$ cat src/rtl/telem_pkg.sv
// Shared types and constants for the telemetry frame receiver.
// Holds the default sync byte, field widths, the parser state encoding
// and the packed coordinate record written to the coordinate store.
package telem_pkg;

  localparam logic [7:0] SYNC_DEFAULT = 8'hA5;
  localparam int         SLOT_W       = 5;
  localparam int         COORD_W      = 8;

  // One state per byte position in the frame; HUNT waits for the sync byte.
  typedef enum logic [2:0] {
    HUNT,
    ADDR,
    X,
    Y,
    Z,
    T,
    CHK
  } state_t;

  // Field order matches the store word: x lands in [31:24].
  typedef struct packed {
    logic [COORD_W-1:0] x;
    logic [COORD_W-1:0] y;
    logic [COORD_W-1:0] z;
    logic [COORD_W-1:0] t;
  } coord_t;

endpackage

$ cat src/rtl/telem_sat_cnt.sv
// 16-bit event counter that sticks at all-ones instead of wrapping.
// Latency: count reflects an inc pulse one cycle after it is asserted.
// Backpressure: none; every inc pulse is taken.
// Ports: clk/rst (sync, active-high), inc (count one event), cnt (current value).
module telem_sat_cnt (
  input  logic        clk,
  input  logic        rst,
  input  logic        inc,
  output logic [15:0] cnt
);

  always_ff @(posedge clk) begin
    if (rst) begin
      cnt <= 16'd0;
    end else if (inc && (cnt != 16'hFFFF)) begin
      cnt <= cnt + 16'd1;
    end
  end

endmodule

$ cat src/rtl/telem_frame_rx.sv
// Telemetry frame receiver: sync hunt, parse slot + X/Y/Z/T + XOR checksum, emit one store write per good frame.
// Latency: write and counter update visible one cycle after the checksum byte is accepted.
// Backpressure: in_ready drops only while a checksum byte waits on an unaccepted pending write.
// Ports: clk/rst (sync, active-high); in_data/in_valid/in_ready byte stream in;
//        wr_valid/wr_ready/wr_slot/wr_data store write out; ok_cnt/err_cnt frame counters; busy = mid-frame.
module telem_frame_rx
  import telem_pkg::*;
#(
  parameter int unsigned TIMEOUT = 255,
  parameter logic [7:0]  SYNC    = SYNC_DEFAULT
) (
  input  logic        clk,
  input  logic        rst,
  input  logic [7:0]  in_data,
  input  logic        in_valid,
  output logic        in_ready,
  output logic        wr_valid,
  input  logic        wr_ready,
  output logic [4:0]  wr_slot,
  output logic [31:0] wr_data,
  output logic [15:0] ok_cnt,
  output logic [15:0] err_cnt,
  output logic        busy
);

  localparam int IDLE_W = (TIMEOUT < 2) ? 1 : $clog2(TIMEOUT + 1);

  state_t              state;
  logic [SLOT_W-1:0]   slot_q;
  coord_t              coord_q;
  logic [7:0]          chk_q;
  logic [IDLE_W-1:0]   idle_cnt;

  logic accept;
  logic addr_bad;
  logic chk_good;
  logic chk_bad;
  logic timeout_hit;

  // A checksum byte may only land once the output register is free or
  // draining this cycle, so the stall is confined to the CHK state.
  assign in_ready = !((state == CHK) && wr_valid && !wr_ready);
  assign accept   = in_valid && in_ready;

  assign addr_bad = accept && (state == ADDR) && (in_data[7:5] != 3'd0);
  assign chk_good = accept && (state == CHK) && (in_data == chk_q);
  assign chk_bad  = accept && (state == CHK) && (in_data != chk_q);

  // Fires on the idle edge that would bring the count to TIMEOUT; a stalled
  // CHK (in_ready low) never counts as idle.
  assign timeout_hit = (TIMEOUT != 0) && (state != HUNT) && !accept && in_ready &&
                       ((32'(idle_cnt) + 32'd1) == TIMEOUT);

  always_ff @(posedge clk) begin
    if (rst) begin
      state    <= HUNT;
      slot_q   <= '0;
      coord_q  <= '0;
      chk_q    <= 8'd0;
      idle_cnt <= '0;
      wr_valid <= 1'b0;
      wr_slot  <= 5'd0;
      wr_data  <= 32'd0;
      busy     <= 1'b0;
    end else begin
      // New write wins over the drain of the old one in the same cycle.
      if (chk_good) begin
        wr_valid <= 1'b1;
        wr_slot  <= slot_q;
        wr_data  <= coord_q;
      end else if (wr_valid && wr_ready) begin
        wr_valid <= 1'b0;
      end

      if (accept) begin
        idle_cnt <= '0;
        case (state)
          HUNT: if (in_data == SYNC) begin
            state <= ADDR;
            busy  <= 1'b1;
          end
          ADDR: if (addr_bad) begin
            state <= HUNT;
            busy  <= 1'b0;
          end else begin
            slot_q <= in_data[SLOT_W-1:0];
            chk_q  <= in_data;
            state  <= X;
          end
          X: begin
            coord_q.x <= in_data;
            chk_q     <= chk_q ^ in_data;
            state     <= Y;
          end
          Y: begin
            coord_q.y <= in_data;
            chk_q     <= chk_q ^ in_data;
            state     <= Z;
          end
          Z: begin
            coord_q.z <= in_data;
            chk_q     <= chk_q ^ in_data;
            state     <= T;
          end
          T: begin
            coord_q.t <= in_data;
            chk_q     <= chk_q ^ in_data;
            state     <= CHK;
          end
          CHK: begin
            state <= HUNT;
            busy  <= 1'b0;
          end
          default: begin
            state <= HUNT;
            busy  <= 1'b0;
          end
        endcase
      end else if ((state != HUNT) && in_ready && (TIMEOUT != 0)) begin
        if (timeout_hit) begin
          state    <= HUNT;
          busy     <= 1'b0;
          idle_cnt <= '0;
        end else begin
          idle_cnt <= idle_cnt + IDLE_W'(1);
        end
      end
    end
  end

  telem_sat_cnt u_ok_cnt (
    .clk (clk),
    .rst (rst),
    .inc (chk_good),
    .cnt (ok_cnt)
  );

  telem_sat_cnt u_err_cnt (
    .clk (clk),
    .rst (rst),
    .inc (addr_bad || chk_bad || timeout_hit),
    .cnt (err_cnt)
  );

endmodule

$ cat config.mk
export PLATFORM = sky130hd
export DESIGN_NAME = telem_frame_rx
export DESIGN_NICKNAME = d
export VERILOG_FILES = /design/src/rtl/telem_pkg.sv /design/src/rtl/telem_sat_cnt.sv /design/src/rtl/telem_frame_rx.sv
export SDC_FILE = /design/constraint.sdc
export NUM_CORES = 1
export LEC_CHECK = 0
export BUFFER_PORTS_ARGS = -buffer_cell sky130_fd_sc_hd__buf_4
export CAP_MARGIN = 20
export CORE_MARGIN = 2
export CORE_UTILIZATION = 30
export CTS_CLUSTER_SIZE = 8
export DETAILED_ROUTE_END_ITERATION = 12
export PLACE_DENSITY = 0.54
export SETUP_SLACK_MARGIN = 0.3
export SYNTH_ARGS = -nofsm -noshare
export SYNTH_HDL_FRONTEND = slang
export SYNTH_SLANG_ARGS = --single-unit
$ cat constraint.sdc
create_clock -name clk -period 2.3 [get_ports clk]
set_clock_uncertainty 0.1 [all_clocks]
set_input_delay 0.23 -clock clk [delete_from_list [all_inputs] [get_ports clk]]
set_output_delay 0.23 -clock clk [all_outputs]
set_load 0.005 [all_outputs]
==> out/qor.txt, run 1 <==
status -> finished, violations left
violated checks -> negative setup slack
RePlAce Congestion -> 0.805
clk buf depth -> 2
Area Growth Syn to Fin -> 51.7%
GRT Resource Usage Total -> 16.0%
Initial DRT Pass Iterations -> 5
number of synthesized flops with an enable pin -> 0
vias in the first global route -> 4984
I/O Pins -> 84
port buffer count -> 83
Cell Count, Final, Fillers Out -> 1079
layout cells sized above 1 -> 35.3%
Final WS setup -> -0.0751 ns
slowest stage cell, crit path -> a2111oi_4
Async S/R FF share, synth -> 0%
CP Launch Point -> idle_cnt[0]
DP Area -> 7160 um2
hpwl dp -> 10.6 mm
Max Cap Viol -> 0
clock sink count -> 127
Filler cells -> 1814
Core Area -> 18700 um2
Via density -> 4.90
VDD IR max -> 0.000456 V
Worst Path Arrival -> 2.58 ns
Placed Instances -> 1019
H-Tree Depth -> 4
Leak -> 3.46 nW
critical path type -> register to register
gr ovfl total -> 0
RR Startpoint -> idle_cnt[0]
Worst-Margin Slew -> 0.570 ns
Post-Syn Area per Cell -> 8.40 um2
first-pass GRT wire length -> 25.7 mm
die area -> 20200 um2
Yosys reg bits -> 127
Max stage delay on crit path -> 0.41 ns
final setup TNS -> -0.511 ns
Clk Latency, worst-skew pair -> 0.42 ns
pwr/cell area -> 626 nW/um2
crit-path cells -> nand4_1, or3_4, a211oi_4, buf_6, nand3_4, a2111oi_4, mux2_4
Die Ht -> 142 um
crit-path leading delay family -> simple AND/OR/NAND/NOR gates
relative slew slack -> 61.9%
Final Hold Viols -> 0
pin count of the biggest net entering global routing -> 57
vias post-DR -> 5283
max-slew violation count -> 0
Mapped Cells -> 681
post-route cell area -> 8670 um2
Synth warnings -> 0
min-delay worst type -> input pin to register
instance count on the critical path -> 7
Finish-stage setup viols -> 14
Avg WL per Cell -> 15.4 um
DRT antenna net count -> 0
Final nets -> 848
CP required -> 2.50 ns
register clock-pin slew on the reported worst setup and hold paths -> 0.06 ns
initial antenna violation count -> 0
Main synth FF type -> dfxtp_1
Core Rows -> 50
worst path bufs/invs -> 1
DRC viols -> 0
CP endpoint -> u_err_cnt.cnt[11]
final WL -> 16.6 mm
CTS tree -> yes
crit path capture type -> register
# diodes -> 0
initial DRC count -> 264
Netlist Area Pre-Place -> 5720 um2
Mapped Nets -> 697
post-synth cell types -> 51
startpoint types -> register
Die Wd -> 142 um
Tcrit/Tclk final -> 103%
Initial Utilization -> 30.6%
unrepaired setup endpoints after global routing -> true
critical-path maximum fanout -> 6
Worst R2R End -> u_err_cnt.cnt[11]
FF-to-FF path depth -> 7
Root Buffer -> clkbuf_16
fmax -> 421 MHz
Tmin final -> 2.38 ns
Num CTS Buffers -> 17
sequential share of the synthesized area -> 44.5%
flop2flop setup slack -> -0.08 ns
[flip-flops by register name, summed over array words and instances (netlist names)]
signal / cells
u_err_cnt.cnt: 16
wr_valid: 1
coord_q: 32
u_ok_cnt.cnt: 16
idle_cnt: 8
slot_q: 5
wr_slot: 5
wr_data: 32
busy: 1
state: 3
chk_q: 8
[worst min path at each step]
stage / from / to / cells after the start
after floorplan: coord_q[0] / coord_q[0] / 2
after detailed placement: coord_q[15] / coord_q[15] / 2
after global placement: coord_q[19] / coord_q[19] / 2
after CTS: in_data[7] / coord_q[23] / 3
after global routing: in_data[7] / coord_q[23] / 3
final: in_data[7] / coord_q[23] / 3
[what timing repair did]
action | CTS | global route
pin swaps | 19 | 39
hold endpoints to repair | 1 | 0
hold buffers | 1 | 0
resized for setup | 40 | 71
setup endpoints to repair | 57 | 81
buffers inserted | 6 | 14
gates cloned | 1 | 6
[tightest hold or removal path, delay by kind of cell]
kind            cells  cell delay, ns
buf+inv             1            0.13
simple gates        1            0.07
compound gates      1            0.06
[cells in the mapped netlist, types with 2 or more instances]
cell type / number / area, um2
dfxtp_1: 127 / 2540
nand2_1: 107 / 402
nor2_1: 87 / 327
a21oi_1: 60 / 300
mux2i_1: 38 / 380
clkbuf_1: 35 / 131
nand3_1: 29 / 145
o21ai_0: 17 / 85.1
nor2b_1: 15 / 93.8
xnor2_1: 15 / 131
mux2_2: 14 / 158
a211oi_1: 11 / 82.6
nand4_1: 11 / 68.8
nor4_1: 10 / 62.6
o211ai_1: 10 / 75.1
xor2_1: 10 / 87.6
inv_1: 9 / 33.8
nor3_1: 8 / 40.0
and3_1: 6 / 37.5
buf_2: 5 / 25.0
a2111oi_0: 4 / 35.0
a31oi_1: 4 / 25.0
ha_1: 4 / 50.1
and4_1: 3 / 26.3
buf_1: 3 / 11.3
nor4bb_1: 3 / 30.0
or2_2: 3 / 18.8
a2111o_1: 2 / 22.5
a211o_1: 2 / 17.5
a311oi_1: 2 / 17.5
and2_1: 2 / 12.5
nand2b_1: 2 / 12.5
nand3b_1: 2 / 15.0
nand4b_1: 2 / 17.5
nor3b_1: 2 / 15.0
o32ai_1: 2 / 17.5
[per-stage QoR]
step	power (W)	utilization (%)	setup slack, ns	hold slack, ns
finish	0.00543	46.4	-0.0751	0.0241
CTS	0.00547	43.1	-0.0550	0.00346
global placement	0.00252	38.3	-0.0553	0.344
global route	0.00561	46.4	-0.176	0.0175
detailed placement	0.00251	38.3	-0.0911	0.348
floorplan	0.00241	-	0.0667	0.336
[layout make-up]
cell class                 count  area (um2)  share of cell area [%]
clock buffer                  23         458                    5.28
clock inverter                 9         183                    2.11
inverter                       9        33.8                   0.390
multi-input combinational    501        3560                    41.0
sequential                   127        2560                    29.5
tap                          234         293                    3.38
timing repair buffer         176        1590                    18.3
[cells in the final DEF (no fill, tap or decap), types with 16 or more instances in the layout]
master / synthesis / final
a21oi_1: 60 / 54
buf_4: 0 / 142
buf_6: 1 / 19
clkbuf_16: 0 / 22
dfxtp_1: 127 / 117
mux2i_1: 38 / 37
nand2_1: 107 / 102
nand3_1: 29 / 24
nor2_1: 87 / 85
o21ai_0: 17 / 16
[power by group]
group          switching (W)  leakage [nW]  total (W)  internal [W]
clock network       0.000975         0.302    0.00293       0.00196
registers          0.0000123          1.03    0.00223       0.00221
logic               0.000166          2.13   0.000269      0.000102
[cells by family after synthesis]
| kind of cell | share of synthesized area [%] |
|---|---|
| multiplexers | 9.41 |
| buffers and inverters | 3.81 |
| adder cells (fa/ha/maj) | 0.875 |
| AND/OR/NAND/NOR | 24.2 |
| XOR/XNOR | 3.83 |
| flip-flops | 44.5 |
| AO/OA/AOI/OAI | 13.4 |
[layer usage]
metal	up-vias	GRT usage [%]	routed length [um]
met3	9	3.77	563
met4	0	4.26	94
met5	-	0	0
li1	2672	-	-
met2	86	26.2	8320
met1	2516	21.1	7650
(Power assumes the default switching activity.)
==> run 2, diff against run 1 <==
- CTS_BUF_LIST: not set -> sky130_fd_sc_hd__clkbuf_8 sky130_fd_sc_hd__clkbuf_16
==> run 2 against run 1 <==
The run still ends with negative setup slack left. Global-route usage stayed put. Setup slack worse by 0.0022 ns. Sequential share of layout area stayed put. Fmax hardly changed. Via count hardly changed.
==> out/qor.txt, run 2 (synthesis results as in run 1) <==
Final WS setup -> -0.0772 ns (-0.00218 ns)
critical path type -> register to register
fmax -> 421 MHz (about the same)
gr ovfl total -> 0 (unchanged)
port buffer count -> 83 (unchanged)
register clock-pin slew on the reported worst setup and hold paths -> 0.06 ns (about the same)
Final nets -> 848 (unchanged)
worst path bufs/invs -> 1 (unchanged)
H-Tree Depth -> 4 (unchanged)
most common cell after layout, fill and taps aside -> buf_4
crit path capture type -> register
Register Area -> 2560 um2 (unchanged)
first-pass GRT wire length -> 25.7 mm (unchanged)
DRC viols -> 0 (unchanged)
I/O Pins -> 84 (unchanged)
clk buf depth -> 2 (unchanged)
final WL -> 16.6 mm (+0.12%)
Tcrit/Tclk final -> 103% (about the same)
Clk Latency, worst-skew pair -> 0.42 ns (about the same)
met3 GRT Util -> 3.77% (unchanged)
critical-path maximum fanout -> 6 (unchanged)
Multi-input gate area -> 3560 um2 (unchanged)
CP required -> 2.50 ns (about the same)
crit-path cells -> nand4_1, or3_4, a211oi_4, buf_6, nand3_4, a2111oi_4, mux2_4
commonest non-fill, non-tap cells in the layout -> 142 x buf_4, 117 x dfxtp_1, 102 x nand2_1
Logic pwr share -> 5.0% (about the same)
hpwl dp -> 10.6 mm (unchanged)
Finish-stage setup viols -> 14 (unchanged)
crit-path leading delay family -> simple AND/OR/NAND/NOR gates
Final Hold Viols -> 0 (unchanged)
Reg power frac -> 41.2% (+0.2 points)
DRT antenna net count -> 0 (unchanged)
slowest stage cell, crit path -> a2111oi_4
Clk pwr share -> 53.8% (-0.2 points)
Core Rows -> 50 (unchanged)
die area -> 20200 um2 (unchanged)
max-slew violation count -> 0 (unchanged)
CP Launch Point -> idle_cnt[0]
relative slew slack -> 61.9% (+0.064 points)
min-delay worst type -> input pin to register
Avg WL per Cell -> 15.4 um (+0.12%)
CTS tree -> yes
Via density -> 4.90 (about the same)
Cell Count, Final, Fillers Out -> 1079 (unchanged)
RePlAce Congestion -> 0.805 (unchanged)
startpoint types -> register
status -> finished, violations left
clock sink count -> 127 (unchanged)
flop2flop setup slack -> -0.08 ns (about the same)
pin count of the biggest net entering global routing -> 57 (unchanged)
violated checks -> negative setup slack
Max Cap Viol -> 0 (unchanged)
Root Buffer -> clkbuf_16
Psw -> 0.00115 W (about the same)
GRT Resource Usage Total -> 16.0% (unchanged)
Area Growth Syn to Fin -> 51.7% (unchanged)
Worst-Margin Slew -> 0.569 ns (-0.000955 ns)
unrepaired setup endpoints after global routing -> true
vias post-DR -> 5285 (+0.038%)
FF-to-FF path depth -> 7 (unchanged)
CP endpoint -> u_err_cnt.cnt[11]
Tmin final -> 2.38 ns (+0.00218 ns)
Initial DRT Pass Iterations -> 4 (-1)
VDD IR max -> 0.000454 V (-0.56%)
vias in the first global route -> 4984 (unchanged)
layout cells sized above 1 -> 35.3% (unchanged)
grt met2 use -> 26.2% (unchanged)
Internal -> 0.00425 W (-0.52%)
Filler cells -> 1814 (unchanged)
Core Area -> 18700 um2 (unchanged)
met1 global-route usage -> 21.1% (unchanged)
Worst Path Arrival -> 2.58 ns (about the same)
Placed Instances -> 1019 (unchanged)
Leak -> 3.48 nW (+0.62%)
Num CTS Buffers -> 17 (unchanged)
RR Startpoint -> idle_cnt[0]
Worst R2R End -> u_err_cnt.cnt[11]
Initial Utilization -> 30.6% (unchanged)
Die Ht -> 142 um (unchanged)
pwr/cell area -> 623 nW/um2 (-0.40%)
Final Core Density -> 46.4% (unchanged)
initial antenna violation count -> 0 (unchanged)
instance count on the critical path -> 7 (unchanged)
initial DRC count -> 246 (-6.8%)
busiest grt layer -> met2
Max stage delay on crit path -> 0.41 ns (about the same)
Die Wd -> 142 um (unchanged)
Top Registers -> coord_q x32, wr_data x32
Switching Share -> 21.4% (+0.097 points)
# diodes -> 0 (unchanged)
==> run 2: changes by cell type in the layout (fill, tap and decap cells not counted), sizes merged <==
cell / previous run / this run
clkbuf: 28 / 23
inv: 9 / 14
==> run 2: worst min path at each step <==
stage / depth (start not counted) / from / to / slack, ns
5_1_grt: 3 / in_data[7] / coord_q[23] / 0.02
6_report: 3 / in_data[7] / coord_q[23] / 0.03
3_5_place_dp: 2 / coord_q[15] / coord_q[15] / 0.35
4_1_cts: 3 / in_data[7] / coord_q[23] / 0.003
3_3_place_gp: 2 / coord_q[19] / coord_q[19] / 0.34
2_1_floorplan: 2 / coord_q[0] / coord_q[0] / 0.34
==> run 2: cell type report <==
type	instances	area share, %
Tap cell	234	3.38
Timing Repair Buffer	176	18.3
Inverter	9	0.390
Multi-Input combinational cell	501	41.0
Clock inverter	14	2.32
Clock buffer	18	5.06
Sequential cell	127	29.5
==> run 2: worst register-to-register path, stage by stage, from the launching register on <==
cell and delay (ns):
dfxtp_2 0.35, nand4_1 0.14, or3_4 0.38, a211oi_4 0.25, buf_6 0.16, nand3_4 0.16
a2111oi_4 0.41, mux2_4 0.33
==> run 2: what timing repair did <==
action / 4_1_cts / 5_1_grt
hold endpoints to repair: 1 / 0
hold buffers: 1 / 0
setup endpoints to repair: 57 / 81
gates cloned: 1 / 6
setup buffers: 6 / 14
resized for setup: 40 / 71
pin swaps: 19 / 38
==> run 2: routing by layer <==
metal  vias to the layer above  part of all wire, %
li1                       2674                    -
met1                      2515                   47
met2                        83                   49
met3                        13                  3.1
met4                         0                  1.0
met5                         -                    0
==> run 2: per-stage QoR <==
stage               hold WS, ns  instance area, um2  power (W)  setup TNS [ns]  setup WS [ns]
floorplan                 0.336                5920    0.00241               0         0.0667
global placement          0.344                7160    0.00252          -0.443        -0.0553
detailed placement        0.348                7160    0.00251          -0.827        -0.0911
CTS                     0.00270                8070    0.00545          -0.431        -0.0552
global route             0.0174                8670    0.00560           -2.14         -0.176
finish                   0.0264                8670    0.00541          -0.543        -0.0772
==> run 2: power groups by stage <==
stage / Combinational, W / Sequential (W) / Clock, W
after CTS: 0.000253 / 0.00223 / 0.00297
after floorplan: 0.000139 / 0.00227 / 0
after detailed placement: 0.000239 / 0.00227 / 0
final: 0.000269 / 0.00223 / 0.00291
after global placement: 0.000241 / 0.00227 / 0
after global routing: 0.000291 / 0.00223 / 0.00308
